==> config.mk <==
export PLATFORM = sky130hd
export DESIGN_NAME = matrix_scanner
export DESIGN_NICKNAME = d
export VERILOG_FILES = /design/src/rtl/matrix_scanner_pkg.sv /design/src/rtl/param_counter.sv /design/src/rtl/matrix_scanner.sv
export SDC_FILE = /design/constraint.sdc
export NUM_CORES = 1
export LEC_CHECK = 0
export CAP_MARGIN = 20
export CORE_MARGIN = 3
export CORE_UTILIZATION = 30
export CTS_BUF_LIST = sky130_fd_sc_hd__clkbuf_16
export DETAILED_ROUTE_END_ITERATION = 8
export HOLD_SLACK_MARGIN = 0.12
export PLACE_DENSITY = 0.53
export SLEW_MARGIN = 0
export SYNTH_ARGS = -nofsm -noshare
export SYNTH_HDL_FRONTEND = slang
export SYNTH_SLANG_ARGS = --single-unit
==> constraint.sdc <==
create_clock -name clk -period 4.2 [get_ports clk]
set_clock_uncertainty 0.2 [all_clocks]
set_input_delay 0.84 -clock clk [delete_from_list [all_inputs] [get_ports clk]]
set_output_delay 0.84 -clock clk [all_outputs]
set_load 0.01 [all_outputs]
==> src/rtl/matrix_scanner_pkg.sv <==
// Shared types and helpers for the keypad matrix scanner: frame-result kinds,
// committed-state encoding and the code-width helper.
package matrix_scanner_pkg;

  typedef enum logic [1:0] {
    RES_NONE  = 2'd0,
    RES_ONE   = 2'd1,
    RES_MULTI = 2'd2
  } res_kind_e;

  typedef enum logic [1:0] {
    ST_IDLE    = 2'd0,
    ST_PRESSED = 2'd1,
    ST_ERROR   = 2'd2
  } state_e;

  function automatic int code_width(input int rows, input int cols);
    return (rows * cols > 1) ? $clog2(rows * cols) : 1;
  endfunction

endpackage

==> src/rtl/param_counter.sv <==
// Free-running modulo counter 0..UPPER_BOUND-1 with a wrap strobe on the
// final count; used as the per-row dwell timer.
module param_counter #(
  parameter  int UPPER_BOUND = 4,
  localparam int CW          = (UPPER_BOUND > 1) ? $clog2(UPPER_BOUND) : 1
) (
  input  logic          clk,
  input  logic          rst,
  input  logic          en_i,
  output logic [CW-1:0] count_o,
  output logic          wrap_o
);

  logic [CW-1:0] count_q;
  logic          last;

  assign last    = (count_q == CW'(UPPER_BOUND - 1));
  assign count_o = count_q;
  assign wrap_o  = en_i && last;

  always_ff @(posedge clk or posedge rst) begin
    if (rst) begin
      count_q <= '0;
    end else if (en_i) begin
      count_q <= last ? '0 : count_q + CW'(1);
    end
  end

endmodule

==> src/rtl/matrix_scanner.sv <==
// Active-low key matrix scanner: strobes rows, samples synchronized columns,
// debounces whole frames and commits a single key, or flags multi-key presses.
module matrix_scanner
  import matrix_scanner_pkg::*;
#(
  parameter int ROWS     = 4,
  parameter int COLS     = 4,
  parameter int SETTLE   = 1000,
  parameter int DEBOUNCE = 4
) (
  input  logic                                clk,
  input  logic                                rst,
  input  logic [COLS-1:0]                     cols,
  output logic [ROWS-1:0]                     rows,
  output logic [code_width(ROWS, COLS)-1:0]   code,
  output logic                                valid,
  output logic                                pressed,
  output logic                                error
);

  localparam int CW  = code_width(ROWS, COLS);
  localparam int RW  = (ROWS > 1) ? $clog2(ROWS) : 1;
  localparam int CLW = (COLS > 1) ? $clog2(COLS) : 1;
  localparam int DW  = (SETTLE > 1) ? $clog2(SETTLE) : 1;
  localparam int SW  = $clog2(DEBOUNCE + 1);

  function automatic logic [1:0] sat_hits(input logic [2:0] v);
    return (v > 3'd2) ? 2'd2 : v[1:0];
  endfunction

  function automatic logic [SW-1:0] sat_stable(input logic [SW-1:0] v);
    return (v == SW'(DEBOUNCE)) ? v : v + SW'(1);
  endfunction

  logic [COLS-1:0] sync1_q, sync2_q;
  logic [DW-1:0]   dwell;
  logic            dwell_wrap;
  logic            sample;
  logic [RW-1:0]   row_q, row_d;
  logic [ROWS-1:0] rows_q;
  logic            frame_end;

  logic [1:0]      hit_cnt_q;
  logic [CW-1:0]   first_q;
  logic [1:0]      row_hits;
  logic [CLW-1:0]  row_col;
  logic [1:0]      tot_hits;
  logic [CW-1:0]   frame_code;
  res_kind_e       res_kind;

  res_kind_e       prev_kind_q;
  logic [CW-1:0]   prev_code_q;
  logic [SW-1:0]   stable_q, stable_d;
  logic            same;
  logic            commit;

  state_e          state_q;
  logic [CW-1:0]   code_q;
  logic            valid_q;

  // Column synchronizer
  always_ff @(posedge clk or posedge rst) begin
    if (rst) begin
      sync1_q <= '1;
      sync2_q <= '1;
    end else begin
      sync1_q <= cols;
      sync2_q <= sync1_q;
    end
  end

  param_counter #(.UPPER_BOUND(SETTLE)) u_dwell (
    .clk     (clk),
    .rst     (rst),
    .en_i    (1'b1),
    .count_o (dwell),
    .wrap_o  (dwell_wrap)
  );

  // Row strobe sequencing
  assign sample    = (dwell == DW'(SETTLE - 1));
  assign frame_end = sample && (row_q == RW'(ROWS - 1));

  always_comb begin
    row_d = row_q;
    if (dwell_wrap) begin
      row_d = (row_q == RW'(ROWS - 1)) ? '0 : row_q + RW'(1);
    end
  end

  always_ff @(posedge clk or posedge rst) begin
    if (rst) begin
      row_q  <= '0;
      rows_q <= '1;
    end else begin
      row_q  <= row_d;
      rows_q <= ~(ROWS'(1) << row_d);
    end
  end

  assign rows = rows_q;

  // Frame accumulation: scanning columns high-to-low leaves the lowest hit
  always_comb begin
    row_hits = '0;
    row_col  = '0;
    for (int c = COLS - 1; c >= 0; c--) begin
      if (!sync2_q[c]) begin
        row_col = CLW'(c);
        if (row_hits != 2'd2) row_hits = row_hits + 2'd1;
      end
    end
  end

  assign tot_hits   = sat_hits({1'b0, hit_cnt_q} + {1'b0, row_hits});
  assign frame_code = (hit_cnt_q != 2'd0) ? first_q
                                          : CW'(row_q) * CW'(COLS) + CW'(row_col);

  always_comb begin
    res_kind = RES_MULTI;
    if (tot_hits == 2'd0)      res_kind = RES_NONE;
    else if (tot_hits == 2'd1) res_kind = RES_ONE;
  end

  always_ff @(posedge clk or posedge rst) begin
    if (rst) begin
      hit_cnt_q <= '0;
      first_q   <= '0;
    end else if (sample) begin
      if (frame_end) begin
        hit_cnt_q <= '0;
        first_q   <= '0;
      end else begin
        hit_cnt_q <= tot_hits;
        first_q   <= frame_code;
      end
    end
  end

  // Frame debounce
  assign same = (res_kind == prev_kind_q) &&
                ((res_kind != RES_ONE) || (frame_code == prev_code_q));
  assign stable_d = same ? sat_stable(stable_q) : SW'(1);
  assign commit   = frame_end &&
                    (same ? (stable_q == SW'(DEBOUNCE - 1)) : (DEBOUNCE == 1));

  always_ff @(posedge clk or posedge rst) begin
    if (rst) begin
      prev_kind_q <= RES_NONE;
      prev_code_q <= '0;
      stable_q    <= '0;
    end else if (frame_end) begin
      prev_kind_q <= res_kind;
      prev_code_q <= frame_code;
      stable_q    <= stable_d;
    end
  end

  // Committed-state FSM
  always_ff @(posedge clk or posedge rst) begin
    if (rst) begin
      state_q <= ST_IDLE;
      code_q  <= '0;
      valid_q <= 1'b0;
    end else begin
      valid_q <= 1'b0;
      if (commit) begin
        unique case (state_q)
          ST_IDLE: begin
            if (res_kind == RES_ONE) begin
              state_q <= ST_PRESSED;
              code_q  <= frame_code;
              valid_q <= 1'b1;
            end else if (res_kind == RES_MULTI) begin
              state_q <= ST_ERROR;
            end
          end
          ST_PRESSED: begin
            if (res_kind == RES_ONE) begin
              if (frame_code != code_q) begin
                code_q  <= frame_code;
                valid_q <= 1'b1;
              end
            end else if (res_kind == RES_MULTI) begin
              state_q <= ST_ERROR;
            end else begin
              state_q <= ST_IDLE;
            end
          end
          ST_ERROR: begin
            if (res_kind == RES_NONE) state_q <= ST_IDLE;
          end
          default: state_q <= ST_IDLE;
        endcase
      end
    end
  end

  assign code    = code_q;
  assign valid   = valid_q;
  assign pressed = (state_q == ST_PRESSED);
  assign error   = (state_q == ST_ERROR);

endmodule

==> Word level (Yosys, flattened, before mapping) <==
Index checks and enable logic that the tools add are counted.
{ "totals": {"mem_bits_ro": 0, "ff_bits": 46, "mem_bits_rw": 0, "out_inout_bits": 11, "input_bits": 6, "memories": 0, "word_cells": 97, "latch_bits": 0} }
{ "classes": {"bitwise": 1, "n_reduce_logical": 12, "n_eq_ne": 23, "order_cmp": 1, "mux": 38, "n_addsub": 8, "mul": 0, "div": 0, "shift": 1} }
{ "op_table": {"columns": ["operator", "n"], "rows": [
  ["2-bit two-way mux", 21],
  ["4-bit two-way mux", 5],
  ["2-bit != test, second input constant", 6],
  ["10-bit by 1-bit adder with 10-bit output, second input constant", 1],
  ["10-bit equality test, second input constant", 1],
  ["10-bit two-way mux", 1],
  ["2-bit by 1-bit adder with 2-bit output, second input constant", 4],
  ["2-bit by 1-bit != test with 1-bit output, second input constant", 4],
  ["4-bit one-hot mux with 2 select lines", 1],
  ["2-bit by 1-bit equality test with 1-bit output, second input constant", 3],
  ["2-bit equality test, second input constant", 3],
  ["2-bit logical NOT", 3],
  ["1-bit two-way mux", 6],
  ["3-bit two-way mux", 2],
  ["2-bit one-hot mux with 3 select lines", 1],
  ["5-bit AND reduction", 1],
  ["4-bit by 2-bit adder with 4-bit output", 1],
  ["4-bit equality test", 1],
  ["4-bit != test", 1],
  ["4-bit inverter", 1],
  ["4-bit AND reduction", 1],
  ["2-bit nonzero test", 2],
  ["1-bit by 2-bit left shift with 4-bit output, first input constant", 1],
  ["2-bit by 2-bit adder with 3-bit output", 1],
  ["other kinds (10)", 12]
]} }

==> Longest topological paths before layout <==
{ "depth": {"word_depth": 22, "ltp_mapped": 15} }

==> Modules after synthesis <==
A second synthesis with hierarchy kept.
{ "hier_totals": {"hier_cells": 249, "hier_area_um2": 2507.4} }
{ "modules_own_cells": {"columns": ["module", "seq_area_each_um2", "cells_per_inst", "instances", "area_per_inst_um2"], "rows": [
  ["matrix_scanner", 915.9, 196, 1, 1960.6],
  ["param_counter", 250.2, 53, 1, 546.8]
]} }

==> Worst setup path before layout <==
No wires, ideal clock.
{ "synth_path": {"path_kind": "register -> register", "startpoint": "register sync2_q[2]", "endpoint": "register code_q[2] (netlist: code[2])", "period_less_slack_ns": 3.838, "stages_incl_launch_ff": 16, "setup_time_ns": 0.125, "arrival_ns": 3.513, "n_path_buf": 0, "slack_ns": 0.362, "path_cell_list": "dfstp_2 -> inv_1 -> ha_1 -> mux2i_1 -> ha_1 -> nor2_1 -> a21oi_1 -> ha_1 -> inv_1 -> fa_1 -> and2_1 -> o311a_1 -> o221ai_2 -> a211oi_4 -> nor4b_4 -> mux2_4"} }
{ "synth_via": {"elab_chain_len": 19, "elab_cells_between_ends": 38, "cone_classes": "add/sub (4); order compare (1); eq/ne (11); mux (17); reduce/logical (5)"} }
{ "synth_lines": {"columns": ["item", "line_no", "text"], "rows": [
  ["start, declared", "matrix_scanner.sv:35", "logic [COLS-1:0] sync1_q, sync2_q;"],
  ["start signal, assigned", "matrix_scanner.sv:68", "sync2_q <= sync1_q;"],
  ["2-bit two-way mux", "matrix_scanner.sv:108", "if (!sync2_q[c]) begin"],
  ["2-bit by 1-bit adder with 2-bit output / 2-bit != test (equally long branches)", "matrix_scanner.sv:110", "if (row_hits != 2'd2) row_hits = row_hits + 2'd1;"],
  ["2-bit two-way mux", "matrix_scanner.sv:110", null],
  ["2-bit two-way mux", "matrix_scanner.sv:108", null],
  ["2-bit by 1-bit adder with 2-bit output / 2-bit != test (equally long branches)", "matrix_scanner.sv:110", null],
  ["2-bit two-way mux", "matrix_scanner.sv:110", null],
  ["2-bit two-way mux", "matrix_scanner.sv:108", null],
  ["2-bit by 2-bit adder with 3-bit output", "matrix_scanner.sv:115", "assign tot_hits = sat_hits({1'b0, hit_cnt_q} + {1'b0, row_hits});"],
  ["(+3 left out)", null, null],
  ["2-bit two-way mux", "matrix_scanner.sv:122", "else if (tot_hits == 2'd1) res_kind = RES_ONE;"],
  ["2-bit two-way mux", "matrix_scanner.sv:121", "if (tot_hits == 2'd0) res_kind = RES_NONE;"],
  ["2-bit by 1-bit != test with 1-bit output", "matrix_scanner.sv:142", "((res_kind != RES_ONE) || (frame_code == prev_code_q));"],
  ["1-bit logical OR", "matrix_scanner.sv:142", null],
  ["1-bit logical AND", "matrix_scanner.sv:141", "assign same = (res_kind == prev_kind_q) &&"],
  ["1-bit two-way mux", "matrix_scanner.sv:145", "(same ? (stable_q == SW'(DEBOUNCE - 1)) : (DEBOUNCE == 1));"],
  ["1-bit logical AND", "matrix_scanner.sv:144", "assign commit = frame_end &&"],
  ["5-bit AND reduction (no line)", null, null],
  ["end signal, assigned", "matrix_scanner.sv:172", "code_q <= frame_code;"],
  ["end signal, assigned", "matrix_scanner.sv:181", "code_q <= frame_code;"],
  ["end, declared", "matrix_scanner.sv:58", "logic [CW-1:0] code_q;"]
]} }
Several ways; a longest one is shown, not always the timed one. The select of a mux whose other input is x is not followed.
A chain may end at the register's enable or synchronous reset.

==> Final worst setup path <==
{ "layout_path": {"startpoint": "register sync2_q[2]", "endpoint": "register stable_q[0]"} }
{ "layout_via": {"elab_chain_len": 18, "elab_cells_between_ends": 29, "cone_classes": "add/sub (4); order compare (1); eq/ne (7); mux (13); reduce/logical (4)"} }
{ "layout_lines": {"columns": ["item", "line_no", "text"], "rows": [
  ["2-bit two-way mux", "matrix_scanner.sv:108", null],
  ["2-bit by 1-bit adder with 2-bit output / 2-bit != test (equally long branches)", "matrix_scanner.sv:110", null],
  ["2-bit two-way mux", "matrix_scanner.sv:110", null],
  ["2-bit two-way mux", "matrix_scanner.sv:108", null],
  ["2-bit by 1-bit adder with 2-bit output / 2-bit != test (equally long branches)", "matrix_scanner.sv:110", null],
  ["2-bit two-way mux", "matrix_scanner.sv:110", null],
  ["2-bit two-way mux", "matrix_scanner.sv:108", null],
  ["2-bit by 2-bit adder with 3-bit output", "matrix_scanner.sv:115", null],
  ["(+2 left out)", null, null],
  ["2-bit by 1-bit equality test with 1-bit output", "matrix_scanner.sv:122", null],
  ["2-bit two-way mux", "matrix_scanner.sv:122", null],
  ["2-bit two-way mux", "matrix_scanner.sv:121", null],
  ["2-bit by 1-bit != test with 1-bit output", "matrix_scanner.sv:142", null],
  ["1-bit logical OR", "matrix_scanner.sv:142", null],
  ["1-bit logical AND *", "matrix_scanner.sv:141", null],
  ["2-bit != test (no line)", null, null],
  ["2-bit AND reduction (no line)", null, null],
  ["end signal, assigned", "matrix_scanner.sv:155", "stable_q <= stable_d;"],
  ["end, declared", "matrix_scanner.sv:53", "logic [SW-1:0] stable_q, stable_d;"]
]} }
Mark *: on every way between the ends. The rest lies on a longest branch, timed or not.

==> qor.txt <==
status = finished clean
max-cap violations = 0
worst-margin pin slew = 0.944 ns
Critical Path Start = sync2_q[2]$_DFF_PP1_
Routed WL = 4.95 mm
final period utilization = 93.1%
cts hold-fix bufs = 0
CTS tree = done
Critical Path, Cell by Cell = inv_1 > ha_1 > mux2i_1 > ha_1 > nor2_1 > a21oi_1 > ha_1 > inv_1 > fa_2 > a21bo_2 > a21oi_2 > a2111oi_2 > a211oi_4 > buf_4 > buf_4 > a31oi_1 > mux2_2
most frequent cells in the layout = 34 x dfrtp_1, 25 x nand2_1, 20 x inv_1
R2R setup slack = 0.29 ns
P_leak = 0.00129 uW
Root Buffer Master = clkbuf_16
Worst R2R End = stable_q[0]$_DFFE_PP0P_
area delta synth->final = 18.5%
power density over cell area = 306 mW/mm2
Final setup viols = 0
Synthesized Nets = 255
core area = 0.00785 mm2
minimum clock period = 3.91 ns
worst r2r src = sync2_q[2]$_DFF_PP1_
Final Max Tran Viols = 0
Setup CP Type = flip-flop to flip-flop
max-slew headroom at the worst pin = 37.0%
Max Fclk = 256 MHz
Post-Syn Instances = 237
Primary FF master, synth = dfrtp_1
layout cells sized above 1 = 17.2%
register area share after synthesis = 47.3%
Vias per Instance = 4.82
vias in the first global route = 1813
GRT busiest layer = met2
most common cell after layout, fill and taps aside = dfrtp_1
drt drc = 0
type of origin of the critical path = flip-flop
H-tree Lvls = 2
Die H = 96.7 um
RD Place Congestion = 0.809
Critical Path Max Stage Delay = 0.56 ns
starting density of the core = 31.4%
Unique masters post-synth = 57
TritonCTS Sinks = 46
Detailed Routing Iterations Pass 1 = 4
Net count, final = 279
first-pass GRT wire length = 8.85 mm
Post-synth EDFFs = 0
initial antenna violation count = 0
crit path capture type = flip-flop
number of buffers created by CTS = 5
via count of the routed design = 1753
Hold Crit Class = flip-flop to flip-flop
FFs w/ async S/R, synth = 100%
Clk Latency, worst-skew pair = 0.28 ns
Critical Path RT = 4.22 ns
CTS max path bufs = 2
Peak VDD IR = 167 uV
grt ovf = 0
Mapped Avg Cell Area = 10.4 um2
global-route track usage on met2 = 18.2%
largest net degree at the start of global routing = 47
Yosys warning count = 0
crit-path max FO = 4
Design Power = 896 uW
die width = 96.7 um
Arr. time, crit path = 3.93 ns
antenna cell count = 0
TNS Setup = 0 ns
Clock Pin Slew Worst Setup and Hold Paths = 0.06 ns
crit path capture = stable_q[0]$_DFFE_PP0P_
Iter 0 DRT Violations = 120
final hold vios = 0
most frequent CP cell = ha_1
met3 Usage GRT = 2.60%
Port Buffer Count = 16
I/O pin count = 17
Global Route met1 Usage = 15.7%
Reg2Reg Depth = 17
Mapped Area = 0.00247 mm2
number of core rows = 32
flops & latches, synth = 46
per-cell routed wire length = 13.6 um
hpwl dp = 3.60 mm
full die area = 0.00935 mm2
ANT nets after route = 0
gr usage total = 11.4%
Slowest-stage cell, CP = dfstp_2
timing repair:
action | CTS | global route
setup endpoints to repair | 0 | 4
gates resized for setup | 0 | 3
buffers inserted | 0 | 5
routing by layer:
metal	vias to the layer above	routed length, um
met5	-	0
met2	30	2300
met4	0	15
met1	839	2440
met3	2	191
li1	882	-
worst max-delay path: cells and delay by family, from the launching register on:
family | cells | cell delay [ns]
simple gates | 1 | 0.04
mux | 2 | 0.37
compound gates | 6 | 1.14
buf+inv | 4 | 0.38
flops | 1 | 0.56
fa+ha+maj | 4 | 1.17
kinds of logic after synthesis:
kind of cell               synth area share, %
adders and majority gates                 6.39
buffers and inverters                     4.56
muxes                                     4.41
AOI/OAI and AO/OA                         14.8
xor gates and xnor gates                  4.26
and+or+nand+nor                           18.4
DFF                                       47.3
registers in the layout, summed over array words and instances (netlist names):
signal / cells
hit_cnt_q: 2
stable_q: 3
u_dwell.count_o: 10
sync1_q: 4
sync2_q: 4
first_q: 4
code: 4
valid: 1
prev_code_q: 4
prev_kind_q: 2
state_q: 2
rows: 4
row_q: 2
cell usage after synthesis, drive strengths merged (2+ instances only):
| master | number | area (um2) |
|---|---|---|
| a21o | 2 | 15.0 |
| ha | 11 | 138 |
| nor4b | 2 | 32.5 |
| a211oi | 2 | 27.5 |
| nor3b | 2 | 15.0 |
| a21oi | 9 | 48.8 |
| or3b | 2 | 17.5 |
| buf | 4 | 26.3 |
| xnor2 | 2 | 17.5 |
| nand3 | 6 | 30.0 |
| nor3 | 4 | 20.0 |
| mux2i | 6 | 60.1 |
| xor2 | 10 | 87.6 |
| nand2 | 25 | 93.8 |
| inv | 21 | 78.8 |
| nor2 | 14 | 52.6 |
| o21ai | 18 | 90.1 |
| dfrtp | 34 | 851 |
| o31ai | 5 | 37.5 |
| nor2b | 4 | 25.0 |
| o22ai | 2 | 12.5 |
| mux2 | 4 | 48.8 |
| o211ai | 2 | 15.0 |
| and3 | 6 | 40.0 |
| clkbuf | 2 | 7.51 |
| dfstp | 12 | 315 |
| and2 | 2 | 12.5 |
| nor4 | 3 | 48.8 |
through the flow:
stage / cell area [um2] / util [%] / setup WS (ns) / hold WS [ns] / std cells
2_1_floorplan: 2470 / - / 0.362 / 0.145 / 237
3_3_place_gp: 2740 / 34.9 / 0.277 / 0.146 / 351
3_5_place_dp: 2740 / 34.9 / 0.164 / 0.148 / 351
4_1_cts: 2880 / 36.7 / 0.155 / 0.157 / 359
5_1_grt: 2920 / 37.3 / -0.0186 / 0.164 / 364
6_report: 2920 / 37.3 / 0.292 / 0.157 / 364
where the power goes:
part / internal [uW] / switching (uW) / total, uW
Combinational: 32.3 / 36.1 / 68.4
Clock: 217 / 156 / 373
Sequential: 451 / 3.96 / 454
Total: 700 / 196 / 896
how the worst min path moves through the flow:
stage | slack [ns] | from | end | depth (start not counted)
6_report | 0.16 | sync1_q[2]$_DFF_PP1_ | sync2_q[2]$_DFF_PP1_ | 0
5_1_grt | 0.16 | sync1_q[2]$_DFF_PP1_ | sync2_q[2]$_DFF_PP1_ | 0
4_1_cts | 0.16 | sync1_q[1]$_DFF_PP1_ | sync2_q[1]$_DFF_PP1_ | 0
3_5_place_dp | 0.15 | sync1_q[1]$_DFF_PP1_ | sync2_q[1]$_DFF_PP1_ | 0
3_3_place_gp | 0.15 | sync1_q[1]$_DFF_PP1_ | sync2_q[1]$_DFF_PP1_ | 0
2_1_floorplan | 0.15 | sync1_q[0]$_DFF_PP1_ | sync2_q[0]$_DFF_PP1_ | 0
cell type report:
class,instances,area (um2)
clock buffer,5,125
inverter,21,78.8
multi-input combinational,164,1200
sequential,46,1170
tap,102,128
fill,818,4920
clock inverter,3,16.3
timing repair buffer,23,213
No activity file was read; power rests on OpenSTA's default activity.
